**config.mk**
```make
export PLATFORM = sky130hd
export DESIGN_NAME = legv8_instr_encoder
export DESIGN_NICKNAME = d
export VERILOG_FILES = /design/src/rtl/legv8_instr_encoder.sv
export SDC_FILE = /design/constraint.sdc
export NUM_CORES = 1
export LEC_CHECK = 0
export CAP_MARGIN = 10
export CORE_MARGIN = 2
export CORE_UTILIZATION = 45
export DETAILED_ROUTE_END_ITERATION = 6
export PLACE_DENSITY = 0.8
export REMOVE_ABC_BUFFERS = 1
export SLEW_MARGIN = 20
export SYNTH_ARGS = -nofsm -noshare
export SYNTH_HDL_FRONTEND = slang
export SYNTH_SLANG_ARGS = --single-unit
```
**constraint.sdc**
```tcl
create_clock -name clk -period 2.4 [get_ports clk]
set_input_delay 0.72 -clock clk [delete_from_list [all_inputs] [get_ports clk]]
set_output_delay 0.72 -clock clk [all_outputs]
set_load 0.02 [all_outputs]
```
**src/rtl/legv8_instr_encoder.sv**
```systemverilog
// legv8_instr_encoder
// Streaming LEGv8 instruction encoder. Accepts one symbolic instruction per
// req handshake, packs it into the 32-bit machine word and presents it on an
// instruction-memory write port at an auto-incrementing byte address.
//
// Optional feature macro: ENC_RANGE_CHECK_EN
//   defined   : immediates outside their field width (and MOV hw values that
//               need a 64-bit register while sf=0) are rejected and set err.
//   undefined : immediates are truncated to the field width; only illegal
//               ops set err.
//
// Handshakes (valid/ready):
//   A transfer happens on a rising edge where valid && ready are both high.
//   A producer holding valid keeps its payload stable until the transfer.
//   req_ready = !wr_valid || wr_ready, so the single output register can be
//   refilled on the same edge that its current word is written.

module legv8_instr_encoder #(
    parameter int ADDR_W = 64
) (
    input  logic              clk,
    input  logic              rst_n,
    // request side
    input  logic              req_valid,
    output logic              req_ready,
    input  logic [3:0]        op,
    input  logic [1:0]        fn,
    input  logic              sf,
    input  logic [4:0]        rd,
    input  logic [4:0]        rn,
    input  logic [4:0]        rm,
    input  logic [25:0]       imm,
    input  logic [1:0]        hw,
    input  logic [3:0]        cond,
    // address pointer control
    input  logic              addr_load,
    input  logic [ADDR_W-1:0] addr_in,
    // instruction-memory write port
    output logic              wr_valid,
    input  logic              wr_ready,
    output logic [ADDR_W-1:0] wr_addr,
    output logic [31:0]       wr_data,
    output logic [15:0]       wr_count,
    output logic              err
);

    // Op classes
    localparam logic [3:0] OP_ADD_IMM = 4'd0;
    localparam logic [3:0] OP_ADD_REG = 4'd1;
    localparam logic [3:0] OP_LOGIC   = 4'd2;
    localparam logic [3:0] OP_MOV     = 4'd3;
    localparam logic [3:0] OP_B       = 4'd4;
    localparam logic [3:0] OP_CB      = 4'd5;
    localparam logic [3:0] OP_BCOND   = 4'd6;
    localparam logic [3:0] OP_BR      = 4'd7;
    localparam logic [3:0] OP_MEM     = 4'd8;
    localparam logic [3:0] OP_MUL     = 4'd9;

    localparam logic [ADDR_W-1:0] WORD_BYTES = ADDR_W'(4);

    // State
    logic              valid_q,  valid_d;
    logic [31:0]       data_q,   data_d;
    logic [ADDR_W-1:0] addr_q,   addr_d;
    logic [ADDR_W-1:0] ptr_q,    ptr_d;
    logic [15:0]       count_q,  count_d;
    logic              err_q,    err_d;

    // Datapath helpers
    logic [31:0]       enc_word;
    logic              op_illegal;
    logic              range_fail;
    logic              accept;
    logic              wr_done;
    logic              reject;
    logic              load_word;
    logic [ADDR_W-1:0] ptr_next_word;
    logic [ADDR_W-1:0] ptr_load_val;
    logic              addr_in_lsb_unused;

    // The two low address bits are forced to zero, so they never reach logic.
    assign addr_in_lsb_unused = ^addr_in[1:0];
    assign ptr_load_val       = {addr_in[ADDR_W-1:2], 2'b00};

    // Handshake terms
    assign req_ready = !valid_q || wr_ready;
    assign accept    = req_valid && req_ready;
    assign wr_done   = valid_q && wr_ready;
    assign reject    = accept && (op_illegal || range_fail);
    assign load_word = accept && !reject;

    // Address for a newly accepted word: if the pending word completes on the
    // same edge, the new word goes to the slot after it (keeps base, +4, +8
    // ordering at full throughput).
    assign ptr_next_word = wr_done ? (ptr_q + WORD_BYTES) : ptr_q;

    // Pack the symbolic fields into the machine word for the current op
    always_comb begin
        enc_word   = 32'd0;
        op_illegal = 1'b0;
        case (op)
            OP_ADD_IMM: enc_word = {sf, fn[1], fn[0], 6'b100010, 1'b0,
                                    imm[11:0], rn, rd};
            OP_ADD_REG: enc_word = {sf, fn[1], fn[0], 5'b01011, 3'b000,
                                    rm, 6'b000000, rn, rd};
            // fn is the opc: 00 AND, 01 ORR, 10 EOR, 11 ANDS
            OP_LOGIC:   enc_word = {sf, fn, 5'b01010, 3'b000,
                                    rm, 6'b000000, rn, rd};
            OP_MOV:     enc_word = {sf, 1'b1, fn[0], 6'b100101, hw,
                                    imm[15:0], rd};
            OP_B:       enc_word = {fn[0], 5'b00101, imm[25:0]};
            OP_CB:      enc_word = {sf, 6'b011010, fn[0], imm[18:0], rd};
            OP_BCOND:   enc_word = {8'b01010100, imm[18:0], 1'b0, cond};
            OP_BR:      enc_word = 32'hD61F_0000 | {22'd0, rn, 5'd0};
            OP_MEM:     enc_word = {8'b11111000, 1'b0, fn[0], 1'b0,
                                    imm[8:0], 2'b00, rn, rd};
            OP_MUL:     enc_word = {sf, 10'b0011011000, rm, 1'b0,
                                    5'b11111, rn, rd};
            default: begin
                enc_word   = 32'd0;
                op_illegal = 1'b1;
            end
        endcase
    end

`ifdef ENC_RANGE_CHECK_EN
    // True when every bit above the field's sign bit repeats the sign bit
    function automatic logic imm_signed_fits(input logic [25:0] v,
                                             input int unsigned w);
        logic ok;
        ok = 1'b1;
        for (int i = 0; i < 26; i++) begin
            if ((i >= w) && (v[i] != v[w-1])) ok = 1'b0;
        end
        return ok;
    endfunction

    // True when every bit above the field width is zero
    function automatic logic imm_unsigned_fits(input logic [25:0] v,
                                               input int unsigned w);
        logic ok;
        ok = 1'b1;
        for (int i = 0; i < 26; i++) begin
            if ((i >= w) && v[i]) ok = 1'b0;
        end
        return ok;
    endfunction

    // Reject immediates that do not fit, and 64-bit-only MOV shifts with sf=0
    always_comb begin
        range_fail = 1'b0;
        case (op)
            OP_ADD_IMM: range_fail = !imm_unsigned_fits(imm, 12);
            OP_MOV:     range_fail = !imm_unsigned_fits(imm, 16) ||
                                     (!sf && hw[1]);
            OP_B:       range_fail = !imm_signed_fits(imm, 26);
            OP_CB:      range_fail = !imm_signed_fits(imm, 19);
            OP_BCOND:   range_fail = !imm_signed_fits(imm, 19);
            OP_MEM:     range_fail = !imm_signed_fits(imm, 9);
            default:    range_fail = 1'b0;
        endcase
    end
`else
    // Out-of-range immediates are truncated by the field slicing above
    assign range_fail = 1'b0;
`endif

    // Next-state for the output register, address pointer, counter and err
    always_comb begin
        valid_d = valid_q;
        data_d  = data_q;
        addr_d  = addr_q;
        ptr_d   = ptr_q;
        count_d = count_q;
        err_d   = err_q;

        // Output register: completion frees it, acceptance refills it
        if (wr_done) begin
            valid_d = 1'b0;
        end
        if (load_word) begin
            valid_d = 1'b1;
            data_d  = enc_word;
            addr_d  = ptr_next_word;
        end

        // Pointer: advance on completion; an explicit load wins
        if (wr_done) begin
            ptr_d   = ptr_q + WORD_BYTES;
            count_d = count_q + 16'd1;
        end
        if (addr_load) begin
            ptr_d = ptr_load_val;
        end

        // Sticky error for rejected requests
        if (reject) begin
            err_d = 1'b1;
        end
    end

    // State registers, asynchronously cleared; a pending word is dropped
    always_ff @(posedge clk or negedge rst_n) begin
        if (!rst_n) begin
            valid_q <= 1'b0;
            data_q  <= 32'd0;
            addr_q  <= '0;
            ptr_q   <= '0;
            count_q <= 16'd0;
            err_q   <= 1'b0;
        end else begin
            valid_q <= valid_d;
            data_q  <= data_d;
            addr_q  <= addr_d;
            ptr_q   <= ptr_d;
            count_q <= count_d;
            err_q   <= err_d;
        end
    end

    // Outputs come straight from the registers
    assign wr_valid = valid_q;
    assign wr_data  = data_q;
    assign wr_addr  = addr_q;
    assign wr_count = count_q;
    assign err      = err_q;

endmodule

```
==> reports/results.txt, run 1 <==
GRT Util Overall -> 26.4%
Post-synth top flop -> dfrtp_1
Placed inst area -> 12900 um2
H-tree levels -> 4
Die H -> 149 um
YS warnings -> 0
Static leakage -> 5.71 nW
Max Cap Viol -> 0
Via/cell ratio -> 5.65
WHS -> 0.238 ns
Commonest non-fill, non-tap cells in the layout -> clkdlybuf4s50_1 (229), dfrtp_1 (174), nand2_1 (119)
Fin Clk Skew -> 0.0147 ns
CP startpoint kind -> flip-flop
Clock root buffer -> clkbuf_16
Antenna viol nets, final -> 0
Achievable clock frequency -> 0.394 GHz
Worst-Margin Slew -> 0.673 ns
Violated checks -> negative setup slack
Post-Route WL -> 29100 um
IO buf count -> 233
CP required -> 2.77 ns
Yosys reg bits -> 174
Post-Syn Area per Cell -> 9.75 um2
Min Clock Period, post-route -> 2.54 ns
Final Hold Viols -> 0
Non-filler instance count after layout -> 1573
DR vias -> 8884
Placed cell count -> 1532
ANT cells -> 0
Mapped Area -> 9480 um2
Fin Setup TNS -> -0.848 ns
Final Cycle Share -> 106%
Setup-failing EPs final -> 14
Total I/O pin count -> 238
Final Wtd Congestion -> 0.966
CTS Buf Count -> 17
Pins Over Slew Limit -> 0
Worst min path class -> in -> async
Asr flop ratio synth -> 100%
Initial core utilization -> 45.5%
Final worst slack -> -0.139 ns
DRT Pass-1 Iters -> 5
Maximum vdd drop -> 0.438 mV
Layout cells sized above 1 -> 21.0%
Iteration-0 DRC count of the detailed router -> 540
First-pass GRT wire length -> 46300 um
Max-Slew Margin vs Limit -> 55.2%
Post-DP HPWL -> 20500 um
Die area -> 22200 um2
CTS Sinks -> 174
CTS clk-pin slew, worst paths -> 0.07 ns
Clk buf depth -> 2
Initial antenna violation count -> 0
Status -> complete, but fails checks
Global route total overflow -> 0
Post-Synthesis Cells -> 972
Final net count -> 1410
Core Region -> 20800 um2
DRC Markers -> 0
Fin area -> 13700 um2
Largest net degree at the start of global routing -> 60
Setup crit end kind -> flip-flop
Die W -> 149 um
Wire per inst -> 18.5 um
Worst skew pair latency -> 0.43 ns
P&R area growth vs syn -> 44.1%
Most common cell after layout, fill and taps aside -> clkdlybuf4s50_1
WS Path Type -> reg -> reg
TritonCTS clock tree -> built
RSZ-0062 raised after global routing -> true
Pwr dens -> 724 nW/um2
Post-synth EDFFs -> 0
Vias in the first global route -> 8886
Core Rows -> 53
Register area share after synthesis -> 45.9%
Netlist cell types -> 53
CP max FO -> 8
CP Data Arrival Time -> 2.90 ns
## cell usage after synthesis (all sizes together) (20+ instances only)
master | count | share of area, %
mux2 | 84 | 10
nor4 | 28 | 1.8
nand2 | 119 | 4.7
mux2i | 27 | 2.9
xnor2 | 31 | 2.9
nand4 | 24 | 1.7
nand3 | 64 | 3.4
clkbuf | 55 | 2.2
nor3 | 20 | 1.1
dfrtp | 174 | 46
a22oi | 24 | 1.9
a21oi | 27 | 1.4
nor2 | 57 | 2.3
xor2 | 27 | 2.5
## kinds of logic (layout without fill, tap and decap cells)
kind of cell | after synthesis | in the layout | share of synthesized area (%)
AO/OA/AOI/OAI | 129 | 129 | 9.37
XOR/XNOR | 58 | 58 | 5.36
adder cells (fa/ha/maj) | 2 | 2 | 0.264
buffers and inverters | 78 | 402 | 3.26
flip-flops | 174 | 174 | 45.9
multiplexers | 111 | 111 | 12.8
other | 1 | 2 | 0.0396
AND/OR/NAND/NOR | 419 | 420 | 23.0
## where the power goes
group	switching [mW]	leakage [nW]	internal, mW	total [mW]
Clock	1.26	0.303	1.72	2.98
Combinational	1.49	3.36	1.57	3.06
Sequential	0.411	2.05	3.44	3.86
## worst paths after layout
| check | depth (start not counted) | endpoint | from | slack, ns |
|---|---|---|---|---|
| min in group clk | 1 | err | err | 0.47 |
| setup reg to reg | 5 | ptr_q[48] | ptr_q[29] | -0.14 |
| setup / recovery | 5 | ptr_q[48] | ptr_q[29] | -0.14 |
| hold reg to reg | 1 | err | err | 0.47 |
| hold / removal | 1 | wr_count[10] | rst_n | 0.24 |
| max in group asynchronous | 2 | wr_addr[45] | rst_n | 1.50 |
## critical path: stages (launching register included)
cell and delay (ns):
dfrtp_1 0.41, nand4_1 0.15, or4_1 0.64, or4_4 0.64, or4b_4 0.57, nand3_2 0.06
## sequential cells by signal, summed over array words and instances, names as in the netlist
name / flops
err: 1
ptr_q: 62
wr_addr: 62
wr_count: 16
wr_data: 32
wr_valid: 1
## repair_timing
action | 4_1_cts | 5_1_grt
buffers inserted | 5 | 3
pin swaps | 10 | 5
hold buffers | 0 | 0
endpoints found under the setup margin | 64 | 30
gates resized for setup | 9 | 15
gates cloned | 1 | 0
## routing by layer
metal	global-route usage [%]	vias up	share of wire (%)
met5	0	-	0
met4	7.90	0	2.1
met3	6.21	45	8.0
met2	45.1	372	50
met1	33.4	4323	40
li1	-	4144	-
## area by class of cell
cell class	instances	area (um2)
Sequential cell	174	4350
Fill cell	1693	7160
Tap cell	275	344
Inverter	12	45.0
Clock buffer	19	453
Clock inverter	13	174
Timing Repair Buffer	358	3360
Multi-Input combinational cell	722	4930
## through the flow
step           total power [mW]  setup WS (ns)  util (%)
3_3_place_gp               6.83         -0.907      61.8
2_1_floorplan              5.24          -1.39         -
3_5_place_dp               6.92         -0.974      61.8
4_1_cts                    9.92         -0.120      65.1
5_1_grt                    10.3         -0.218      65.6
6_report                   9.89         -0.139      65.6
No activity file was read; power rests on OpenSTA's default activity.
==> run 2, diff against run 1 <==
--- a/config.mk
+++ b/config.mk
@@ -7,9 +7,10 @@
 export LEC_CHECK = 0
 export CAP_MARGIN = 10
 export CORE_MARGIN = 2
-export CORE_UTILIZATION = 45
+export CORE_UTILIZATION = 50
+export CTS_CLUSTER_SIZE = 8
 export DETAILED_ROUTE_END_ITERATION = 6
-export PLACE_DENSITY = 0.8
+export PLACE_DENSITY = 0.84
 export REMOVE_ABC_BUFFERS = 1
 export SLEW_MARGIN = 20
 export SYNTH_ARGS = -nofsm -noshare
==> constraint.sdc (replaced) <==
create_clock -name clk -period 2.9 [get_ports clk]
set_input_delay 0.87 -clock clk [delete_from_list [all_inputs] [get_ports clk]]
set_output_delay 0.87 -clock clk [all_outputs]
set_load 0.02 [all_outputs]
==> reports/results.txt, run 2 (synthesis results as in run 1) <==
Status -> finished, final reports clean
Core Region -> 18600 um2 (-10%)
CP Data Arrival Time -> 3.09 ns (+0.19 ns)
Max-Slew Margin vs Limit -> 64.5% (+9.3 points)
WHS -> 0.354 ns (+0.116 ns)
CP required -> 3.25 ns (+0.48 ns)
Initial antenna violation count -> 0 (unchanged)
Die W -> 142 um (-5.0%)
Place WS -> -0.651 ns (+0.323 ns)
Pins Over Slew Limit -> 0 (unchanged)
CTS Buf Count -> 17 (unchanged)
Die H -> 142 um (-5.0%)
Final net count -> 1346 (-4.5%)
RSZ-0062 raised after global routing -> false
Achievable clock frequency -> 0.365 GHz
ANT cells -> 0 (unchanged)
Fin Clk Skew -> 0.0138 ns (-0.000974 ns)
Vias in the first global route -> 8480 (-4.6%)
Largest net degree at the start of global routing -> 69 (+15%)
DRT Pass-1 Iters -> 6 (+1)
Most common cell after layout, fill and taps aside -> clkdlybuf4s50_1
DR vias -> 8703 (-2.0%)
Via/cell ratio -> 5.93 (+5.0%)
Worst skew pair latency -> 0.43 ns (about the same)
Post-DP HPWL -> 19700 um (-4.1%)
Layout cells sized above 1 -> 15.5% (-5.5 points)
Fin area -> 13000 um2 (-4.9%)
Max Cap Viol -> 0 (unchanged)
P&R area growth vs syn -> 37.1%
Setup-failing EPs final -> 0 (-14)
Initial core utilization -> 50.9% (+5.3 points)
DRC Markers -> 0 (unchanged)
CTS clk-pin slew, worst paths -> 0.07 ns (about the same)
CTS Sinks -> 174 (unchanged)
Worst min path class -> in -> async
Wire per inst -> 18.9 um (+2.1%)
Pwr dens -> 611 nW/um2 (-16%)
GRT Util Overall -> 27.7% (+1.3 points)
H-tree levels -> 4 (unchanged)
Power, Total -> 7.94 mW (-20%)
Total I/O pin count -> 238 (unchanged)
Min Clock Period, post-route -> 2.74 ns
CP startpoint kind -> input port
Clock root buffer -> clkbuf_16
Commonest non-fill, non-tap cells in the layout -> clkdlybuf4s50_1 (229), dfrtp_1 (174), nand2_1 (119)
Iteration-0 DRC count of the detailed router -> 719 (+33%)
IO buf count -> 233 (unchanged)
Die area -> 20100 um2 (-9.7%)
# fillers -> 1386 (-18%)
Placed inst area -> 12400 um2 (-3.7%)
Post-Route WL -> 27700 um (-4.7%)
TritonCTS clock tree -> built
Clk buf depth -> 2 (unchanged)
Maximum vdd drop -> 0.410 mV (-6.3%)
Core Rows -> 50 (-5.7%)
WS Path Type -> in -> reg
Setup crit end kind -> flip-flop
Final Wtd Congestion -> 0.908 (-6.0%)
CP max FO -> 7 (-1)
First-pass GRT wire length -> 44500 um (-3.8%)
Final worst slack -> 0.164 ns (+0.303 ns)
Worst-Margin Slew -> 0.532 ns (-0.141 ns)
Final Hold Viols -> 0 (unchanged)
Final Cycle Share -> 94.4%
Global route total overflow -> 0 (unchanged)
Static leakage -> 5.38 nW (-5.9%)
Antenna viol nets, final -> 0 (unchanged)
run 2: final timing paths:
kind / endpoint / slack [ns] / cells past startpoint / from
setup / recovery: ptr_q[48] / 0.16 / 6 / wr_ready
hold / removal: wr_addr[49] / 0.35 / 1 / rst_n
setup reg to reg: ptr_q[48] / 0.29 / 5 / ptr_q[27]
hold reg to reg: wr_count[15] / 0.48 / 1 / wr_count[15]
max in group asynchronous: ptr_q[42] / 1.83 / 2 / rst_n
min in group clk: wr_count[15] / 0.48 / 1 / wr_count[15]
run 2: power by group:
group	switching (mW)	internal, mW	total [mW]	leakage, nW
Clock	0.962	1.37	2.33	0.291
Sequential	0.374	2.85	3.23	2.05
Combinational	1.18	1.21	2.39	3.04
Total	2.51	5.43	7.94	5.38
run 2: repair_timing:
item,in CTS,in global routing
endpoints found under the hold margin,0,0
setup endpoints to repair,18,0
hold buffers,0,0
setup buffers,0,0
gates resized for setup,4,0
run 2: area by class of cell:
type,count,area (um2),share of cell area (%)
multi-input cells,722,4850,37.3
clock inverters,8,104,0.799
flip-flops and latches,174,4350,33.5
inverters,12,45.0,0.347
repair buffers,294,2860,22.0
clock buffers,24,492,3.78
well taps,234,293,2.25
run 2: layer usage:
layer / GRT usage [%] / part of all wire, % / vias up
li1: - / - / 4025
met3: 4.96 / 6.6 / 59
met5: 0 / 0 / -
met1: 37.3 / 42 / 4233
met2: 45.6 / 49 / 386
met4: 9.37 / 2.6 / 0
run 2: stage by stage:
stage                     util [%]  TNS [ns]  cells
after floorplan                  -    -53.88    907
after global placement        66.4    -23.79   1435
after detailed placement      66.4    -26.88   1435
after CTS                     69.7         0   1468
after global routing          69.7         0   1468
final                         69.7         0   1468
run 2: worst max-delay path: stages:
cell and delay, ns:
dlygate4sd2_1 0.32, nand4_1 0.20, or4_4 0.59, or4_4 0.51, or4b_1 0.50, nand3_1 0.10
==> run 3, diff against run 2 <==
--- a/config.mk
+++ b/config.mk
@@ -7,10 +7,11 @@
 export LEC_CHECK = 0
 export CAP_MARGIN = 10
 export CORE_MARGIN = 2
-export CORE_UTILIZATION = 50
+export CORE_UTILIZATION = 45
 export CTS_CLUSTER_SIZE = 8
 export DETAILED_ROUTE_END_ITERATION = 6
-export PLACE_DENSITY = 0.84
+export GPL_ROUTABILITY_DRIVEN = 0
+export PLACE_DENSITY = 0.8
 export REMOVE_ABC_BUFFERS = 1
 export SLEW_MARGIN = 20
 export SYNTH_ARGS = -nofsm -noshare
==> constraint.sdc (replaced) <==
create_clock -name clk -period 2.4 [get_ports clk]
set_input_delay 0.72 -clock clk [delete_from_list [all_inputs] [get_ports clk]]
set_output_delay 0.72 -clock clk [all_outputs]
set_load 0.02 [all_outputs]
==> reports/results.txt, run 3 (synthesis results as in run 1) <==
Initial antenna violation count -> 1 (+1)
P&R area growth vs syn -> 44.0%
CP required -> 2.76 ns (-0.49 ns)
First-pass GRT wire length -> 45400 um (+2.1%)
Place WS -> -0.955 ns (-0.303 ns)
Iteration-0 DRC count of the detailed router -> 567 (-21%)
Combinational power share -> 31.5% (+1.4 points)
Setup-failing EPs final -> 15 (+15)
Int Power -> 6.49 mW (+19%)
Max Cap Viol -> 0 (unchanged)
DRC Markers -> 0 (unchanged)
Initial core utilization -> 45.5% (-5.3 points)
CP startpoint kind -> flip-flop
# fillers -> 1627 (+17%)
Worst min path class -> in -> async
IO buf count -> 233 (unchanged)
Fin Clk Skew -> 0.0182 ns (+0.00446 ns)
Most common cell after layout, fill and taps aside -> clkdlybuf4s50_1
H-tree levels -> 4 (unchanged)
Clk pwr share -> 28.5% (-0.8 points)
Post-CTS Hold Buffers -> 0 (unchanged)
Commonest non-fill, non-tap cells in the layout -> clkdlybuf4s50_1 (229), dfrtp_1 (174), nand2_1 (119)
CP Data Arrival Time -> 2.92 ns (-0.17 ns)
CTS Sinks -> 174 (unchanged)
CP max FO -> 5 (-2)
CTS clk-pin slew, worst paths -> 0.07 ns (about the same)
DRT Pass-1 Iters -> 5 (-1)
DR vias -> 8990 (+3.3%)
Wire per inst -> 18.2 um (-3.5%)
WHS -> 0.222 ns (-0.132 ns)
Power, Total -> 9.63 mW (+21%)
Antenna viol nets, final -> 0 (unchanged)
Net Sw Frac -> 32.6% (+0.97 points)
Violated checks -> negative setup slack
Layout cells sized above 1 -> 20.8% (+5.4 points)
Largest net degree at the start of global routing -> 56 (-19%)
Reg2Reg Depth -> 6 (+1)
WS Path Type -> reg -> reg
Final net count -> 1412 (+4.9%)
RSZ-0062 raised after global routing -> true
Max-Slew Margin vs Limit -> 59.5% (-5.0 points)
Final Hold Viols -> 0 (unchanged)
Global route total overflow -> 0 (unchanged)
Post-Route WL -> 28700 um (+3.6%)
GRT Util Overall -> 25.9% (-1.8 points)
FF-to-FF End -> ptr_q[52]
Maximum vdd drop -> 0.406 mV (-0.91%)
CTS Buf Count -> 17 (unchanged)
Status -> complete, but fails checks
TritonCTS clock tree -> built
Die W -> 149 um (+5.3%)
Vias in the first global route -> 8835 (+4.2%)
Die area -> 22200 um2 (+11%)
Pwr dens -> 705 nW/um2 (+15%)
Min Clock Period, post-route -> 2.55 ns
Worst skew pair latency -> 0.44 ns (about the same)
Core Rows -> 53 (+6.0%)
Core Region -> 20800 um2 (+12%)
Worst-Margin Slew -> 0.608 ns (+0.0760 ns)
Via/cell ratio -> 5.70 (-3.8%)
Crit Reg-Reg Startpoint -> ptr_q[38]
Sequential power share -> 40.0% (-0.6 points)
Post-DP HPWL -> 20400 um (+3.9%)
Final Core Density -> 65.6% (-4.2 points)
Setup crit end kind -> flip-flop
Total I/O pin count -> 238 (unchanged)
Static leakage -> 5.75 nW (+7.0%)
Final worst slack -> -0.154 ns (-0.317 ns)
Pins Over Slew Limit -> 0 (unchanged)
Sw Pwr -> 3.14 mW (+25%)
Achievable clock frequency -> 0.392 GHz
Clk buf depth -> 2 (unchanged)
Die H -> 149 um (+5.3%)
R2R Setup Slk -> -0.15 ns (-0.44 ns)
Clock root buffer -> clkbuf_16
Final Cycle Share -> 106%
## run 3: critical path, cell delays in order, from the launching register on
cell and delay [ns]:
dfrtp_1 0.43, and4_1 0.25, nand4_1 0.44, or4_4 0.72, buf_6 0.16, or4_1 0.39, nand3_1 0.08
## run 3: cell type report
type / instances / area [um2] / share of cell area, %
Antenna cell: 1 / 2.50 / 0.0183
Clock buffer: 19 / 443 / 3.24
Clock inverter: 13 / 129 / 0.944
Inverter: 12 / 45.0 / 0.330
Multi-Input combinational cell: 723 / 4960 / 36.3
Sequential cell: 174 / 4350 / 31.9
Tap cell: 275 / 344 / 2.52
Timing Repair Buffer: 359 / 3380 / 24.7
## run 3: power groups by stage
stage | Combinational, mW | Sequential, mW | Clock, mW
2_1_floorplan | 0.905 | 4.34 | 0
3_3_place_gp | 2.96 | 3.87 | 0
3_5_place_dp | 3.02 | 3.89 | 0
4_1_cts | 3.05 | 3.84 | 2.80
5_1_grt | 3.26 | 3.91 | 2.93
6_report | 3.04 | 3.85 | 2.74
## run 3: how the worst max path moves through the flow
stage,endpoint,start,slack (ns),cells after the start
final,ptr_q[52],ptr_q[38],-0.15,6
after global routing,ptr_q[48],ptr_q[2],-0.21,6
after CTS,ptr_q[60],ptr_q[2],-0.14,6
after detailed placement,ptr_q[56],wr_ready,-0.95,6
after global placement,ptr_q[56],wr_ready,-0.89,6
after floorplan,wr_addr[55],wr_ready,-1.39,5
## run 3: metrics by stage
stage	TNS, ns	instances	cell area (um2)
global route	-2.61	1576	13700
detailed placement	-58.24	1534	12900
CTS	-1.02	1574	13600
global placement	-55.55	1534	12900
finish	-1.46	1576	13700
floorplan	-92.04	907	9220
## run 3: metal layers
metal  wire length, um  vias to the layer above  GRT usage, %  part of all wire, %
met5                 0                        -             0                    0
met3              2470                       52          6.61                  8.6
met2             14100                      427          42.9                   49
met4               692                        0          9.48                  2.4
li1                  -                     4159             -                    -
met1             11400                     4352          32.9                   40
## run 3: what timing repair did
item,in CTS,in global routing
endpoints found under the setup margin,66,48
setup buffers,6,1
pin swaps,18,1
gates resized for setup,16,12
cloned,2,0
